$ cat src/rtl/sync_w2r_status_if.sv
`timescale 1ps/1ps
`default_nettype none
// ============================================================================
// sync_w2r_status_if : write-pointer sync / read-status bundle    Rev 1.0
// ============================================================================
interface sync_w2r_status_if #(
  parameter int ADDRSIZE = 4
);
  logic [ADDRSIZE:0] wptr_gray;
  logic [ADDRSIZE:0] rbin_next;
  logic [ADDRSIZE:0] ae_thresh;
  logic [ADDRSIZE:0] rq_wptr_gray;
  logic [ADDRSIZE:0] rq_wptr_bin;
  logic [ADDRSIZE:0] rd_count;
  logic              rempty;
  logic              ralmost_empty;
  logic              wptr_upd;
  logic              occ_err;

  modport master (
    output wptr_gray, rbin_next, ae_thresh,
    input  rq_wptr_gray, rq_wptr_bin, rd_count, rempty, ralmost_empty,
           wptr_upd, occ_err
  );

  modport slave (
    input  wptr_gray, rbin_next, ae_thresh,
    output rq_wptr_gray, rq_wptr_bin, rd_count, rempty, ralmost_empty,
           wptr_upd, occ_err
  );
endinterface
`default_nettype wire

$ cat src/rtl/sync_w2r_status.sv
`timescale 1ps/1ps
`default_nettype none
// ============================================================================
// sync_w2r_status : Gray write-pointer synchronizer and read-side status
//                   (occupancy, empty, almost-empty, update pulse, error)
// Rev 1.0
// ============================================================================
module sync_w2r_status #(
  parameter int ADDRSIZE    = 4,
  parameter int SYNC_STAGES = 2
) (
  input  logic             rclk,
  input  logic             rrst_n,
  sync_w2r_status_if.slave bus
);

  localparam logic [ADDRSIZE:0] c_DEPTH = (ADDRSIZE+1)'(1 << ADDRSIZE);

  logic [ADDRSIZE:0] r_sync [SYNC_STAGES];
  logic [ADDRSIZE:0] r_shadow;
  logic [ADDRSIZE:0] r_rd_count;
  logic              r_rempty;
  logic              r_ralmost_empty;
  logic              r_wptr_upd;
  logic              r_occ_err;

  logic [ADDRSIZE:0] w_rq_gray;
  logic [ADDRSIZE:0] w_rq_bin;
  logic [ADDRSIZE:0] w_cnt_next;

  // Plain flop chain: stage 0 samples the foreign-domain pointer directly.
  always_ff @(posedge rclk or negedge rrst_n) begin
    if (!rrst_n) begin
      for (int i = 0; i < SYNC_STAGES; i++) r_sync[i] <= '0;
    end else begin
      r_sync[0] <= bus.wptr_gray;
      for (int i = 1; i < SYNC_STAGES; i++) r_sync[i] <= r_sync[i-1];
    end
  end

  assign w_rq_gray = r_sync[SYNC_STAGES-1];

  // Binary bit i is the XOR of all Gray bits at and above i.
  genvar gi;
  for (gi = 0; gi <= ADDRSIZE; gi++) begin : g_g2b
    assign w_rq_bin[gi] = ^w_rq_gray[ADDRSIZE:gi];
  end

  assign w_cnt_next = w_rq_bin - bus.rbin_next;

  always_ff @(posedge rclk or negedge rrst_n) begin
    if (!rrst_n) begin
      r_shadow        <= '0;
      r_rd_count      <= '0;
      r_rempty        <= 1'b1;
      r_ralmost_empty <= 1'b1;
      r_wptr_upd      <= 1'b0;
      r_occ_err       <= 1'b0;
    end else begin
      r_shadow        <= w_rq_gray;
      r_wptr_upd      <= (w_rq_gray != r_shadow);
      r_rd_count      <= w_cnt_next;
      r_rempty        <= (w_cnt_next == '0);
      r_ralmost_empty <= (w_cnt_next <= bus.ae_thresh);
      // Exactly DEPTH is a legal full FIFO; only beyond that is inconsistent.
      if (w_cnt_next > c_DEPTH) r_occ_err <= 1'b1;
    end
  end

  assign bus.rq_wptr_gray  = w_rq_gray;
  assign bus.rq_wptr_bin   = w_rq_bin;
  assign bus.rd_count      = r_rd_count;
  assign bus.rempty        = r_rempty;
  assign bus.ralmost_empty = r_ralmost_empty;
  assign bus.wptr_upd      = r_wptr_upd;
  assign bus.occ_err       = r_occ_err;

endmodule
`default_nettype wire

$ cat src/flat_wrapper.sv
// flat-port wrapper written by rule: the top's interface ports become plain ports
module sync_w2r_status_flat 
#(
  parameter int ADDRSIZE    = 4,
  parameter int SYNC_STAGES = 2
)
  (rclk, rrst_n, bus_wptr_gray, bus_rbin_next, bus_ae_thresh, bus_rq_wptr_gray, bus_rq_wptr_bin, bus_rd_count, bus_rempty, bus_ralmost_empty, bus_wptr_upd, bus_occ_err);
  sync_w2r_status_if #(.ADDRSIZE(ADDRSIZE)) bus_i ();
  input  logic rclk;
  input  logic rrst_n;
  input wire logic [$bits(bus_i.wptr_gray)-1:0] bus_wptr_gray;
  input wire logic [$bits(bus_i.rbin_next)-1:0] bus_rbin_next;
  input wire logic [$bits(bus_i.ae_thresh)-1:0] bus_ae_thresh;
  output wire logic [$bits(bus_i.rq_wptr_gray)-1:0] bus_rq_wptr_gray;
  output wire logic [$bits(bus_i.rq_wptr_bin)-1:0] bus_rq_wptr_bin;
  output wire logic [$bits(bus_i.rd_count)-1:0] bus_rd_count;
  output wire logic [$bits(bus_i.rempty)-1:0] bus_rempty;
  output wire logic [$bits(bus_i.ralmost_empty)-1:0] bus_ralmost_empty;
  output wire logic [$bits(bus_i.wptr_upd)-1:0] bus_wptr_upd;
  output wire logic [$bits(bus_i.occ_err)-1:0] bus_occ_err;
  assign bus_i.wptr_gray = bus_wptr_gray;
  assign bus_i.rbin_next = bus_rbin_next;
  assign bus_i.ae_thresh = bus_ae_thresh;
  assign bus_rq_wptr_gray = bus_i.rq_wptr_gray;
  assign bus_rq_wptr_bin = bus_i.rq_wptr_bin;
  assign bus_rd_count = bus_i.rd_count;
  assign bus_rempty = bus_i.rempty;
  assign bus_ralmost_empty = bus_i.ralmost_empty;
  assign bus_wptr_upd = bus_i.wptr_upd;
  assign bus_occ_err = bus_i.occ_err;
  sync_w2r_status #(.ADDRSIZE(ADDRSIZE), .SYNC_STAGES(SYNC_STAGES)) u_core (.rclk(rclk), .rrst_n(rrst_n), .bus(bus_i));
endmodule
$ cat config.mk
export PLATFORM = sky130hd
export DESIGN_NAME = sync_w2r_status_flat
export DESIGN_NICKNAME = d
export VERILOG_FILES = /design/src/rtl/sync_w2r_status_if.sv /design/src/rtl/sync_w2r_status.sv /design/src/flat_wrapper.sv
export SDC_FILE = /design/constraint.sdc
export NUM_CORES = 1
export LEC_CHECK = 0
export CAP_MARGIN = 30
export CORE_UTILIZATION = 44
export CTS_CLUSTER_SIZE = 14
export DETAILED_ROUTE_END_ITERATION = 7
export MAX_ROUTING_LAYER = met4
export PLACE_DENSITY = 0.75
export SLEW_MARGIN = 0
export SYNTH_ARGS = -nofsm -noshare
export SYNTH_HDL_FRONTEND = slang
export SYNTH_SLANG_ARGS = --single-unit
export TNS_END_PERCENT = 100
$ cat constraint.sdc
create_clock -name rclk -period 3.65 [get_ports rclk]
set_input_delay 0.365 -clock rclk [delete_from_list [all_inputs] [get_ports rclk]]
set_output_delay 0.365 -clock rclk [all_outputs]
set_load 0.03 [all_outputs]
==> results of run 1 <==
## report_power, final
part	total (mW)	switching (mW)	leakage, nW	internal (mW)
clock	0.184	0.0727	0.0279	0.111
sequential	0.319	0.0132	0.272	0.306
combinational	0.332	0.183	0.381	0.149
total	0.835	0.269	0.681	0.566
## final timing paths
kind	startpoint	to	cells past startpoint
worst max register to register	u_core.bus.rq_wptr_gray[4]	u_core.bus.ralmost_empty	12
max in group asynchronous	rrst_n	u_core.bus.rempty	2
worst min-delay path	rrst_n	u_core.bus.rq_wptr_gray[1]	1
min in group rclk	u_core.r_sync[6]	u_core.bus.rq_wptr_gray[1]	0
worst max-delay path	u_core.bus.rq_wptr_gray[4]	u_core.bus.ralmost_empty	12
worst min register to register	u_core.r_sync[6]	u_core.bus.rq_wptr_gray[1]	0
## cell type report
class                           instances  area, µm²  area share, %
Sequential cell                        24        603           39.9
Inverter                               10       37.5           2.48
Tap cell                               28       35.0           2.32
Multi-Input combinational cell         45        405           26.8
Clock buffer                            3       22.5           1.49
Clock inverter                          1       30.0           1.99
Timing Repair Buffer                   36        378           25.0
## worst max-delay path, delay by kind of cell (launching register included)
family / cells / cell delay, ns
xor gates and xnor gates: 5 / 1.02
DFF: 1 / 0.52
adders and majority gates: 3 / 0.96
AOI/OAI and AO/OA: 2 / 0.32
muxes: 1 / 0.12
and+or+nand+nor: 1 / 0.16
## synthesized netlist by cell type (all sizes together), types with 2 or more instances
master  number
a21oi        3
buf          6
dfrtp       22
dfstp        2
ha           9
inv         10
nand2        2
nor2         3
xnor2        6
xor2         8
## metrics by stage
step / setup slack, ns / instances / total power, mW / instance area [µm²]
floorplan: 0.241 / 85 / 0.530 / 1090
global placement: 0.657 / 142 / 0.644 / 1430
detailed placement: 0.489 / 143 / 0.657 / 1460
CTS: 0.461 / 147 / 0.844 / 1510
global route: 0.296 / 147 / 0.887 / 1510
finish: 0.482 / 147 / 0.835 / 1510
## flip-flops by register name, summed over array words and instances, names as in the netlist
register,count
u_core.bus.rq_wptr_gray,5
u_core.bus.ralmost_empty,1
u_core.r_shadow,5
u_core.bus.wptr_upd,1
u_core.bus.occ_err,1
u_core.r_sync,5
u_core.bus.rempty,1
u_core.bus.rd_count,5
## cell usage in the layout, fill, tap and decap left out, types with 2 or more instances in the layout
master	count
xor2_2	2
a21oi_1	3
clkdlybuf4s50_1	35
xnor2_1	5
dfstp_2	2
nand2_1	2
inv_1	10
dfrtp_1	22
nor2_1	3
clkbuf_4	3
ha_1	9
xor2_1	6
## logic make-up (layout without fill, tap and decap cells)
kind of cell / after synthesis / after routing / share of synthesized area, %
AOI/OAI and AO/OA: 7 / 7 / 4.01
and+or+nand+nor: 13 / 13 / 6.77
muxes: 1 / 1 / 0.917
xor gates and xnor gates: 14 / 14 / 13.3
DFF: 24 / 24 / 55.3
buffers and inverters: 16 / 50 / 7.57
adders and majority gates: 10 / 10 / 12.2
## layer usage
layer	vias up	part of all wire (%)	GRT usage [%]
met2	23	49	27.1
met5	-	0	-
met1	305	44	19.7
met3	4	5.5	3.22
li1	334	-	-
met4	0	1.3	5.41
==> impl_metrics.py, run 1 <==
metrics = {
    "outcome": {
        "outcome": "complete, no violations",
    },
    "grt": {
        "antenna_found_initial": 0,
        "grt_pass1_wl_um": 3020,
        "grtUsageTotal_pct": 16.2,
        "grt_max_degree": 19,
        "grt_pass1_vias": 708,
        "overflow": 0,
    },
    "routing": {
        "routed_wl_um": 1750,
        "dr.pass1.iters": 3,
        "post-route-drc-count": 0,
        "vias": 666,
        "drt_iter0_markers": 2,
        "vias_per_cell": 4.53,
        "antenna_left": 0,
        "wl_per_cell_um": 11.9,
    },
    "synthesis": {
        "synth_ff_type": "dfrtp_1",
        "netlist_area_um2": 1090,
        "synth_edf_count": 0,
        "synth_top_area_share_pct": 50.5,
        "yosys_warnings": 0,
        "synth_cell_types": 26,
        "synth.ff_latch_count": 24,
        "yosysSeqAreaShare_pct": 55.3,
        "syn-num-nets": 112,
        "post_synth.cell_area_avg_um2": 12.8,
        "synthArstFlopShare_pct": 100,
        "yosysTopAreaCell": "dfrtp_1",
        "synth.area.top_cells": "dfrtp_1 (50%), ha_1 (10%), dfstp_2 (4.8%)",
        "syn_inst": 85,
    },
    "sta": {
        "fin_crit_ns": 3.17,
        "rsz0062_at_grt": "no",
        "finalCritPeriodShare_pct": 86.8,
        "fmaxAchievable_ghz": 0.316,
        "fin_setup_tns_ns": 0,
        "fin_skew_ns": 0.00474,
        "fin_hold_ws_ns": 0.342,
        "relSlewSlack_pct": 72.5,
        "setup_viol": 0,
        "drv_slew": 0,
        "hold_viol": 0,
        "tightest_slew_ns": 0.411,
    },
    "cells_and_area": {
        "fillers": 176,
        "fin_nets": 147,
        "n_antenna_cell": 0,
        "drive_gt1_share_pct": 8.40,
        "area_growth_pct": 38.5,
        "utilization_pct": 66.4,
    },
    "critical_path": {
        "slowest_delay_ns": 0.52,
        "crit_required_ns": 3.90,
        "crit_arrival_ns": 3.41,
        "path_max_fanout": 6,
        "ff2ff_setup_slack_ns": 0.48,
        "endpoint_kind": "register",
        "crit_path_cell_trace": "xor2_2 > xor2_2 > xnor2_2 > xor2_1 > ha_1 > fa_1 > nand2b_1 > a21oi_1 > xnor2_1 > ha_1 > mux2i_1 > a21o_1",
        "crit_type": "reg2reg",
        "cpMaxStageDelayCell": "dfrtp_1",
        "start_kind": "register",
    },
    "cts": {
        "post-cts-setup-buffer-count": 0,
        "cts_tree": "yes",
        "htreeDepth": 1,
        "root_buffer": "clkbuf_4",
        "clk_pin_slew_ns": 0.12,
        "postCtsResizedCells": 0,
        "clock_sinks": 24,
        "cts_buffer_depth": 2,
        "insertion_delay_ns": 0.30,
        "holdBufCountCts": 0,
        "cts_buffers": 3,
    },
    "pwr": {
        "ir_worst_vdd_uv": 350,
        "p_leak_nw": 0.681,
        "p_per_area_nw_per_um2": 552,
    },
    "place": {
        "place_congestion": 0.766,
        "hpwl_um": 1460,
        "port_buffers": 35,
    },
    "min_path": {
        "min_path_type": "in2async",
    },
    "die": {
        "io_pins": 36,
        "fp.dieH_um": 51.8,
        "dieArea_um2": 2680,
        "rows": 17,
        "coreArea_um2": 2280,
        "die_x_um": 51.8,
        "initial_core_util_pct": 47.9,
    },
    "job": {
        "drv_cap": 0,
    },
}
Note: power is estimated with default switching activity, not from simulation.
==> run 2: changes to the inputs <==
--- a/config.mk
+++ b/config.mk
@@ -9,6 +9,7 @@
 export CORE_UTILIZATION = 44
 export CTS_CLUSTER_SIZE = 14
 export DETAILED_ROUTE_END_ITERATION = 7
+export HOLD_SLACK_MARGIN = 0.05
 export MAX_ROUTING_LAYER = met4
 export PLACE_DENSITY = 0.75
 export SLEW_MARGIN = 0
==> results of run 2 <==
No change in the layout: final DEF, timing and power equal those of run 1.
